$ cat config.mk
export PLATFORM = sky130hd
export DESIGN_NAME = fifo_rd_ctrl
export DESIGN_NICKNAME = d
export VERILOG_FILES = /design/src/rtl/fifo_pkg.sv /design/src/rtl/fifo_rd_skid.sv /design/src/rtl/fifo_rd_ctrl.sv
export SDC_FILE = /design/constraint.sdc
export NUM_CORES = 1
export LEC_CHECK = 0
export BUFFER_PORTS_ARGS = -buffer_cell sky130_fd_sc_hd__buf_2
export CAP_MARGIN = 30
export CORE_MARGIN = 4
export CORE_UTILIZATION = 30
export CTS_CLUSTER_DIAMETER = 40
export DETAILED_ROUTE_END_ITERATION = 12
export PLACE_DENSITY = 0.61
export SLEW_MARGIN = 15
export SYNTH_ARGS = -nofsm -noshare
export SYNTH_HDL_FRONTEND = slang
export SYNTH_SLANG_ARGS = --single-unit
$ cat constraint.sdc
create_clock -name clK -period 1.8 [get_ports clK]
set_clock_uncertainty 0.1 [all_clocks]
set_input_delay 0.18 -clock clK [delete_from_list [all_inputs] [get_ports clK]]
set_output_delay 0.18 -clock clK [all_outputs]
set_load 0.005 [all_outputs]
$ cat src/rtl/fifo_pkg.sv
// fifo_pkg: constants and types shared by the fifo read- and write-side controllers
package fifo_pkg;

    localparam int ADDR_W = 4;
    localparam int DATA_W = 8;
    localparam int PTR_W  = ADDR_W + 1;

    typedef logic [PTR_W-1:0] ptr_t;

    typedef enum logic [1:0] {
        OCC_EMPTY = 2'd0,
        OCC_ONE   = 2'd1,
        OCC_TWO   = 2'd2
    } occ_e;

endpackage

$ cat src/rtl/fifo_rd_skid.sv
// fifo_rd_skid: 2-entry first-word-fall-through output buffer, head held in entry 0
module fifo_rd_skid
    import fifo_pkg::*;
#(
    parameter int DATA = DATA_W
) (
    input  logic            clk,
    input  logic            rst_n,
    input  logic            push,
    input  logic [DATA-1:0] data_in,
    input  logic            pop,
    output logic [DATA-1:0] data_out,
    output logic            valid,
    output logic [1:0]      occ
);

    occ_e            state, state_nxt;
    logic [DATA-1:0] e0, e0_nxt, e1, e1_nxt;
    logic            take;

    assign take     = pop & valid;
    assign valid    = state != OCC_EMPTY;
    assign occ      = state;
    assign data_out = e0;

    // occupancy state and entry registers; reset empties the buffer and zeroes the head
    always_ff @(posedge clk) begin
        if (!rst_n) begin
            state <= OCC_EMPTY;
            e0    <= '0;
            e1    <= '0;
        end else begin
            state <= state_nxt;
            e0    <= e0_nxt;
            e1    <= e1_nxt;
        end
    end

    // shift head out on pop, append incoming word at the tail
    always_comb begin
        state_nxt = state;
        e0_nxt    = e0;
        e1_nxt    = e1;
        case (state)
            OCC_EMPTY: begin
                if (push) begin
                    e0_nxt    = data_in;
                    state_nxt = OCC_ONE;
                end
            end
            OCC_ONE: begin
                if (push && take) begin
                    e0_nxt = data_in;
                end else if (push) begin
                    e1_nxt    = data_in;
                    state_nxt = OCC_TWO;
                end else if (take) begin
                    state_nxt = OCC_EMPTY;
                end
            end
            default: begin
                if (take) begin
                    e0_nxt = e1;
                    if (push) e1_nxt = data_in;
                    else state_nxt = OCC_ONE;
                end
            end
        endcase
    end

endmodule

$ cat src/rtl/fifo_rd_ctrl.sv
// fifo_rd_ctrl: fifo reader driving dpram port B into a FWFT stream; FIFO_RD_LEVEL_EN adds rd_level
module fifo_rd_ctrl
    import fifo_pkg::*;
#(
    parameter int ADDR = ADDR_W,
    parameter int DATA = DATA_W
) (
    input  logic            clK,
    input  logic            rst_N,
    input  logic [ADDR:0]   wr_ptr,
    output logic [ADDR:0]   rd_ptr,
    output logic            b_port_WR,
    output logic [ADDR-1:0] b_port_ADDR,
    output logic [DATA-1:0] b_port_data_IN,
    input  logic [DATA-1:0] b_port_data_OUT,
    output logic [DATA-1:0] dout_data,
    output logic            dout_valid,
    input  logic            dout_ready,
    output logic            empty
`ifdef FIFO_RD_LEVEL_EN
    ,
    output logic [ADDR:0]   rd_level
`endif
);

    logic [ADDR:0] rd_q;
    logic          inflight;
    logic [1:0]    occ;
    logic          pop;
    logic          pending;
    logic          issue;

    assign pop     = dout_valid & dout_ready;
    assign pending = wr_ptr != rd_q;
    // room check written as occ+inflight < 2+pop so nothing can underflow
    assign issue   = pending & (({1'b0, occ} + {2'b0, inflight}) < (3'd2 + {2'b0, pop}));

    assign rd_ptr         = rd_q;
    assign b_port_WR      = 1'b0;
    assign b_port_ADDR    = rd_q[ADDR-1:0];
    assign b_port_data_IN = '0;
    assign empty          = ~dout_valid & ~inflight & ~pending;

`ifdef FIFO_RD_LEVEL_EN
    assign rd_level = (wr_ptr - rd_q) + (ADDR+1)'(occ) + (ADDR+1)'(inflight);
`endif

    // slot is freed at issue; the writer only sees it after the read word is registered
    always_ff @(posedge clK) begin
        if (!rst_N) begin
            rd_q     <= '0;
            inflight <= 1'b0;
        end else begin
            if (issue) rd_q <= rd_q + (ADDR+1)'(1);
            inflight <= issue;
        end
    end

    fifo_rd_skid #(.DATA(DATA)) u_skid (
        .clk      (clK),
        .rst_n    (rst_N),
        .push     (inflight),
        .data_in  (b_port_data_OUT),
        .pop      (dout_ready),
        .data_out (dout_data),
        .valid    (dout_valid),
        .occ      (occ)
    );

endmodule

Word-level counts from Yosys, hierarchy flattened
Index checks and enable logic that the tools add are counted.
{"block": "classes", "add_sub_neg": 3, "order_cmp": 1, "n_eq_ne": 7, "muxes": 15, "bitwise": 8, "reduce_logical": 8}
{"cell": "$mux 8", "count": 6}
{"cell": "$pmux 8 s2", "count": 2}
{"cell": "$mux 2", "count": 6}
{"cell": "$reduce_and 3->1", "count": 2}
{"cell": "$add 5x1->5 const B", "count": 1}
{"cell": "$ne 5x5->1", "count": 1}
{"cell": "$reduce_and 5->1", "count": 1}
{"cell": "$and 1x1->1", "count": 4}
{"cell": "$ne 2x2->1 const B", "count": 2}
{"cell": "$not 1->1", "count": 4}
{"cell": "$pmux 2 s2", "count": 1}
{"cell": "$reduce_bool 2->1", "count": 2}
{"cell": "$add 2x1->3", "count": 1}
{"cell": "$add 2x1->3 const A", "count": 1}
{"cell": "$lt 3x3->1", "count": 1}
{"cell": "$ne 3x1->1 const B", "count": 1}
{"cell": "$ne 3x3->1 const B", "count": 1}
{"cell": "$reduce_bool 3->1", "count": 1}
{"cell": "$eq 2x1->1 const B", "count": 1}
{"cell": "$logic_not 2->1", "count": 1}
{"cell": "$ne 2x1->1 const B", "count": 1}
{"cell": "$logic_and 1x1->1", "count": 1}
{"block": "totals", "regBits": 24, "out_inout_bits": 28, "wordCells": 47}

Longest topological paths before layout
Gate-level depths: netlist of run 1.
{"block": "logic_depth", "ltp_word": 6, "mapped_depth": 6}

Modules after synthesis
A second synthesis of run 1 with hierarchy kept.
{"block": "unflattened", "hier_cells": 149, "hier_area_um2": 1367.6}
{"module": "fifo_rd_skid", "instances": 1, "cells_each": 89, "area_each_um2": 850.8, "seq_area_each_um2": 360.3}
{"module": "fifo_rd_ctrl", "instances": 1, "cells_each": 60, "area_each_um2": 516.7, "seq_area_each_um2": 120.1}

Least setup slack after synthesis of run 1
No wires, ideal clock.
{"block": "synth_path", "path_type": "register -> register", "start": "register u_skid.state[0], in the netlist u_skid.occ[0]", "end": "register rd_q[4], in the netlist rd_ptr[4]", "setup_ns": 0.070, "arrival_time_ns": 1.414, "t_required_ns": 1.630, "setup_slack_ns": 0.216, "path_stages_with_launch": 7, "path_buffers": 0, "path_cell_list": "dfxtp_1 > ha_1 > ha_1 > o31ai_2 > o21ai_1 > or3_1 > a21boi_1"}
{"block": "synth_between", "elab_chain_cells": 5}
{"element": "start: declaration", "line": "fifo_rd_skid.sv:17", "rtl": "occ_e state, state_nxt;"}
{"element": "start signal: assignment", "line": "fifo_rd_skid.sv:33", "rtl": "state <= state_nxt;"}
{"element": "$reduce_bool 2->1", "line": "fifo_rd_skid.sv:22", "rtl": "assign valid = state != OCC_EMPTY;"}
{"element": "$and 1x1->1", "line": "fifo_rd_ctrl.sv:33", "rtl": "assign pop = dout_valid & dout_ready;"}
{"element": "$add 2x1->3", "line": "fifo_rd_ctrl.sv:36", "rtl": "assign issue = pending & (({1'b0, occ} + {2'b0, inflight}) < (3'd2 + {2'b0, pop}));"}
{"element": "$lt 3x3->1 *", "line": "fifo_rd_ctrl.sv:36"}
{"element": "$and 1x1->1 *", "line": "fifo_rd_ctrl.sv:36"}
{"element": "end signal: assignment", "line": "fifo_rd_ctrl.sv:54", "rtl": "if (issue) rd_q <= rd_q + (ADDR+1)'(1);"}
{"element": "end: declaration", "line": "fifo_rd_ctrl.sv:26", "rtl": "logic [ADDR:0] rd_q;"}
Mark *: on every way between the ends. The rest lies on a longest branch, timed or not.
A chain may end at the register's enable or synchronous reset.

Final worst setup path of run 1
Ends and elaborated chain as after synthesis.

==> results.cfg, run 1 <==
[route]
avgViaCountPerCell = 4.48
ant_nets = 0
drt_iter0_markers = 36
routedWlPerCell_um = 11.1
first_pass_iters = 4
drt_wl_total_mm = 2.43
routed-via-count = 976
drc_errors = 0

[cells_and_area]
fillers = 430
antenna_cells = 0
fin_util_pct = 37.9
final_cells = 218
final_cell_area_sq_um = 1530
drive_gt1_share_pct = 29.8
fin_nets = 188
syn_to_final_growth_pct = 21.0

[floorplanning]
die_w_um = 72.8
die_y_um = 72.8
dieArea_sq_um = 5310
start_util_pct = 31.3
std_cell_rows = 23
ios = 44
core_sq_um = 4030

[hold_path]
worstHoldStart = b_port_data_OUT[3]
min_path_type = in -> reg
holdPathEnd = u_skid.e1[3]
hold_path_depth = 3

[timing]
fmax_mhz = 595
rsz0062_at_grt = no
fin_crit_sh_pct = 93.4
postLayoutSetupSlackWorst_ns = 0.119
setup-violations-final = 0
hold_viol = 0
period_needed_ns = 1.68
setup-tns-final_ns = 0
final_max_slew_viol_count = 0
hold_slack_ns = 0.0785

[critical_path]
r2r-end = rd_ptr[4]
reg2reg_slack_ns = 0.12
arrival_ns = 1.79
slowest_delay_ns = 0.36
slowest_stage = or3_1
crit_type = reg -> reg
worstSetupEndpointType = flop
required_ns = 1.90
r2r_cells = 5
cp-start-kind = flop
path_max_fanout = 5
worstPathCellList = ha_1 > o31ai_2 > o21ai_1 > or3_1 > a21boi_1
reg2reg_from = u_skid.occ[0]

[logic_synthesis]
synth.cell_area_sq_um = 1260
synth_seq_area_share_pct = 38.1
synth_cell_types = 32
synth.avg_cell_area_sq_um = 9.41
synth_area_leaders = dfxtp_1 38%, mux2i_1 14%, buf_4 7.7%
synth_top_cell_area_share_pct = 38.1
synth_seq_cells = 24
synth_warnings = 0
synthCells = 134
synth_area_leader_cell = dfxtp_1

[global_route]
grt_antenna_before_repair = 0
grt_pass1_wl_mm = 4.12
track_usage_pct = 9.62
grt_start_max_net_pins = 28
gr-total-overflow = 0
first_global_vias = 946

[clock_tree]
insertion_delay_ns = 0.27
h-tree-depth = 1
cts_num_sinks = 24
ctsHoldBuffers = 0
clk_pin_slew_ns = 0.08
cts_buffer_depth = 2
cts_made_buffers = 3
cts_tree = done
root_buffer = clkbuf_8

[pwr]
vdd_drop_max_uv = 497
power_density_nw_per_um2 = 931
p_total_mw = 1.42
power.leakage_nw = 0.786

[placement]
io_buffers = 34
dpl_cell_area_sq_um = 1450
dp_cells = 214
place_ws_ns = 0.100
place_congestion = 0.699
dp_hpwl_mm = 1.87

[outcome]
outcome = complete, no violations

[run]
drv_cap = 0
-- critical path: cells and delay by family (launching register included) --
| kind | cells | cell delay [ns] |
|---|---|---|
| simple gates | 1 | 0.36 |
| fa+ha+maj | 1 | 0.28 |
| flops | 1 | 0.35 |
| compound gates | 3 | 0.53 |
-- repair_timing --
item	in CTS	in global routing
gates resized for setup	0	1
buffers inserted	0	0
setup endpoints to repair	0	2
-- cells in the mapped netlist --
cell type and count:
buf_1 1, nand3b_1 1, conb_1 1, o21ai_0 5, inv_2 1, buf_2 2
mux2i_1 18, ha_1 3, nor4_1 1, nor2_1 3, nand2b_1 3, nor2b_1 8
nand4_1 2, and2_1 3, nor3b_1 1, inv_1 2, xor2_1 1, nand2_1 13
o21ai_1 1, o211a_1 9, a21boi_0 1, xnor2_1 5, dfxtp_1 24, o31ai_2 1
o211ai_1 1, or3_1 1, buf_4 13, a21oi_2 1, nand2_2 1, clkbuf_1 3
nand3_1 3, a21boi_1 1
-- cell usage in the layout (no fill, tap or decap), drive strengths merged, types with 2 or more instances in the layout --
cell type and instances:
conb 9, o211a 9, inv 3, clkbuf 3, xnor2 5, a21boi 2, nand2 14, dfxtp 24
nor2b 8, mux2i 18, nand3 3, nand2b 3, o21ai 6, ha 3, nand4 2, buf 41
and2 3, nor2 3
-- metal layers --
layer	wire (um)	GRT usage [%]
met5	0	0
met4	14	2.46
met3	240	4.41
met2	1060	15.3
met1	1110	11.8
-- kinds of logic (layout without fill, tap and decap cells) --
kind of cell             count (synthesis)  in the layout  synth area share [%]
AND/OR/NAND/NOR                         40             40                  16.6
flip-flops                              24             24                  38.1
buffers and inverters                   22             48                  10.6
AO/OA/AOI/OAI                           20             20                  13.0
multiplexers                            18             18                  14.3
XOR/XNOR                                 6              6                  4.17
adder cells (fa/ha/maj)                  3              3                  2.98
other                                    1              9                 0.297
-- registers in the layout, indices dropped and copies added, names as in the netlist --
register and flops:
inflight 1, rd_ptr 5, u_skid.data_out 8, u_skid.e1 8, u_skid.occ 2
-- how the worst max path moves through the flow --
stage / from / to / cells after the start
global placement: u_skid.occ[0] / rd_ptr[4] / 5
global route: u_skid.occ[0] / rd_ptr[4] / 5
detailed placement: u_skid.occ[0] / rd_ptr[4] / 5
finish: u_skid.occ[0] / rd_ptr[4] / 5
floorplan: u_skid.occ[0] / rd_ptr[4] / 6
CTS: u_skid.occ[0] / rd_ptr[4] / 5
-- final cells by class --
| type | count | area, sq um | share of cell area (%) |
|---|---|---|---|
| multi-input combinational | 96 | 677 | 44.3 |
| clock inverter | 1 | 30.0 | 1.97 |
| timing repair buffer | 41 | 223 | 14.6 |
| inverter | 3 | 11.3 | 0.738 |
| tap | 50 | 62.6 | 4.10 |
| clock buffer | 3 | 41.3 | 2.70 |
| sequential | 24 | 482 | 31.6 |
-- power breakdown --
group	leakage [nW]	switching, mW	internal [mW]	total, mW
Combinational	0.554	0.164	0.169	0.333
Sequential	0.197	0.0344	0.584	0.619
Clock	0.0357	0.172	0.297	0.469
No activity file was read; power rests on OpenSTA's default activity.
==> run 2, diff against run 1 <==
Settings changed: PLACE_DENSITY 0.61 to not set, PLACE_DENSITY_LB_ADDON set to 0.05, SLEW_MARGIN 15 to 10, SYNTH_HIERARCHICAL set to 1.
==> run 2 against run 1 <==
  * Power decreased by 0.89%
  * Final cell count increased by 9.6%
  * Maximum frequency increased by 1.9%
  * Critical path depth unchanged
  * Setup slack improved by 0.032 ns
  * Largest cell class unchanged
  * Largest power group unchanged
==> results.cfg, run 2 <==
[outcome]
outcome = complete, no violations

[floorplanning]
core_sq_um = 4380
start_util_pct = 31.2
die_y_um = 75.5
die_w_um = 75.5
ios = 44
dieArea_sq_um = 5700
std_cell_rows = 24

[logic_synthesis]
postSynth.asyncResetShare_pct = 0
yosys-top-cells-count = 24 x dfxtp_1, 23 x nand2_1, 21 x mux2i_1
synth_edf_count = 0
synth_area_leader_cell = dfxtp_1
synth.cell_area_sq_um = 1370
synth_cell_types = 34
synth-main-ff-cell = dfxtp_1
synth_warnings = 6
synth_area_leaders = dfxtp_1 35%, mux2i_1 15%, buf_4 7.7%
synth.area.mux_share_pct = 15.4
yosysMostFrequentCell = dfxtp_1
synth_seq_area_share_pct = 35.1
synth_xor_xnor_area_share_pct = 3.84
synth_seq_cells = 24
yosys.area_share.adder_pct = 2.74
synth_compound_area_share_pct = 14.5
synth-simple-area-share_pct = 15.4
synthCells = 149
synth_top_family_by_area = simple AND/OR/NAND/NOR gates
synth_top_cell_area_share_pct = 35.1
synth.avg_cell_area_sq_um = 9.18

[pwr]
p_sw_mw = 0.426
vdd_drop_max_uv = 563
p_seq_share_pct = 44.9
combPwrFrac_pct = 28.8
intPower_mw = 0.983
p_total_mw = 1.41
power.leakage_nw = 0.736
clkPwrFrac_pct = 26.3
power_switching_share_pct = 30.2
power_density_nw_per_um2 = 858

[timing]
slew_headroom_pct = 66.2
rsz0062_at_grt = no
period_needed_ns = 1.65
fin_crit_sh_pct = 91.6
setup-violations-final = 0
fmax_mhz = 607
worstMarginPinSlew_ns = 0.507
setup-tns-final_ns = 0
final_max_slew_viol_count = 0
hold_viol = 0
postLayoutSetupSlackWorst_ns = 0.151

[hold_path]
hold_path_depth = 3
min_path_type = in -> reg
holdPathEnd = u_skid/e1[5]
worstHoldStart = b_port_data_OUT[5]

[cells_and_area]
antenna_cells = 0
drive_gt1_share_pct = 30.5
syn_to_final_growth_pct = 20.0
final_common_cell = buf_2
fin_nets = 207
seqCellArea_sq_um = 480
final_cell_mix = 34 x buf_2, 24 x dfxtp_1, 23 x nand2_1
multi_input_area_sq_um = 751
fillers = 457

[route]
first_pass_iters = 4
avgViaCountPerCell = 4.64
routedWlPerCell_um = 13.3
routed-via-count = 1109
ant_nets = 0
drt_wl_total_mm = 3.17
route.met3.wl_um = 134
m1WireLength_mm = 1.48
drc_errors = 0
drt_iter0_markers = 47
wl_met2_mm = 1.54
dr.max_layer_used = met4

[placement]
io_buffers = 34
dp_hpwl_mm = 2.38
place_ws_ns = 0.128
place_congestion = 0.723

[critical_path]
worstSetupEndpointType = output pin
required_ns = 1.52
path_max_fanout = 6
r2r_cells = 5
crit_type = reg -> out
r2r-end = rd_ptr[2]
reg2reg_from = rd_ptr[0]
cp-start-kind = flop
reg2reg_slack_ns = 0.15
arrival_ns = 1.37

[global_route]
first_global_vias = 1070
grt_pass1_wl_mm = 5.10
gr-total-overflow = 0
grt_start_max_net_pins = 28
track_usage_pct = 11.7
grt_antenna_before_repair = 0

[clock_tree]
cts_tree = done
cts_num_sinks = 24
cts_made_buffers = 3
clk_pin_slew_ns = 0.09
h-tree-depth = 1
ctsHoldBuffers = 0
cts_buffer_depth = 2
insertion_delay_ns = 0.27
root_buffer = clkbuf_8

[run]
drv_cap = 0
## run 2: cell types whose count changed after synthesis, sizes merged, moves of 3 or more
cell,before,now
nand3,3,0
a21oi,1,11
nor2b,8,1
mux2i,18,21
buf,16,19
o211a,9,0
a311oi,0,8
o21ai,6,2
nand2,14,23
xor2,1,5
xnor2,5,1
## run 2: cells by family (layout without fill, tap and decap cells)
logic type / Yosys count / count (layout)
compound gates: 27 / 27
simple gates: 41 / 41
buf+inv: 26 / 56
flops: 24 / 24
xor+xnor: 6 / 6
mux: 21 / 21
other cells: 1 / 9
fa+ha+maj: 3 / 3
## run 2: how the worst max path moves through the flow
stage / from / endpoint / slack [ns] / cells after the start
after global placement: inflight / rd_ptr[0] / 0.15 / 6
after CTS: rd_ptr[2] / empty / 0.04 / 5
after detailed placement: u_skid/occ[1] / rd_ptr[0] / 0.13 / 6
after floorplan: u_skid/occ[1] / rd_ptr[2] / 0.01 / 8
final: rd_ptr[1] / empty / 0.15 / 5
after global routing: rd_ptr[0] / rd_ptr[2] / 0.03 / 5
## run 2: per-stage QoR
step | cells | util, % | hold slack, ns | cell area [sq um]
finish | 239 | 37.4 | 0.0599 | 1640
global route | 239 | 37.4 | 0.0599 | 1640
CTS | 236 | 36.9 | 0.0476 | 1620
detailed placement | 231 | 35.3 | 0.347 | 1550
global placement | 231 | 35.3 | 0.340 | 1550
floorplan | 157 | - | 0.222 | 1400
## run 2: power by group through the flow
stage | clock network [mW] | registers (mW) | logic [mW]
final | 0.370 | 0.633 | 0.406
after detailed placement | 0 | 0.646 | 0.373
after global placement | 0 | 0.644 | 0.367
after global routing | 0.409 | 0.641 | 0.457
after CTS | 0.392 | 0.634 | 0.385
after floorplan | 0 | 0.649 | 0.258
## run 2: area by class of cell
cell class                 instances  area share, %
timing repair buffer              48           16.8
sequential                        24           29.3
tap                               52           3.96
multi-input combinational        107           45.7
clock buffer                       4           3.35
inverter                           4          0.915
## run 2: metal layers
metal | global-route usage, % | vias to the layer above
li1 | - | 573
met4 | 2.91 | 0
met5 | 0 | -
met3 | 2.90 | 2
met1 | 15.4 | 513
met2 | 19.1 | 21
## run 2: worst max-delay path, cell delays in order, from the launching register on
cell and delay (ns):
dfxtp_1 0.38, xor2_1 0.19, nor2_2 0.19, nand2_1 0.08, nor3_1 0.13, buf_2 0.14
## run 2: repair_timing
item	in CTS	in global routing
pin swaps	1	3
buffers inserted	1	3
endpoints found under the setup margin	1	2
resized for setup	2	0
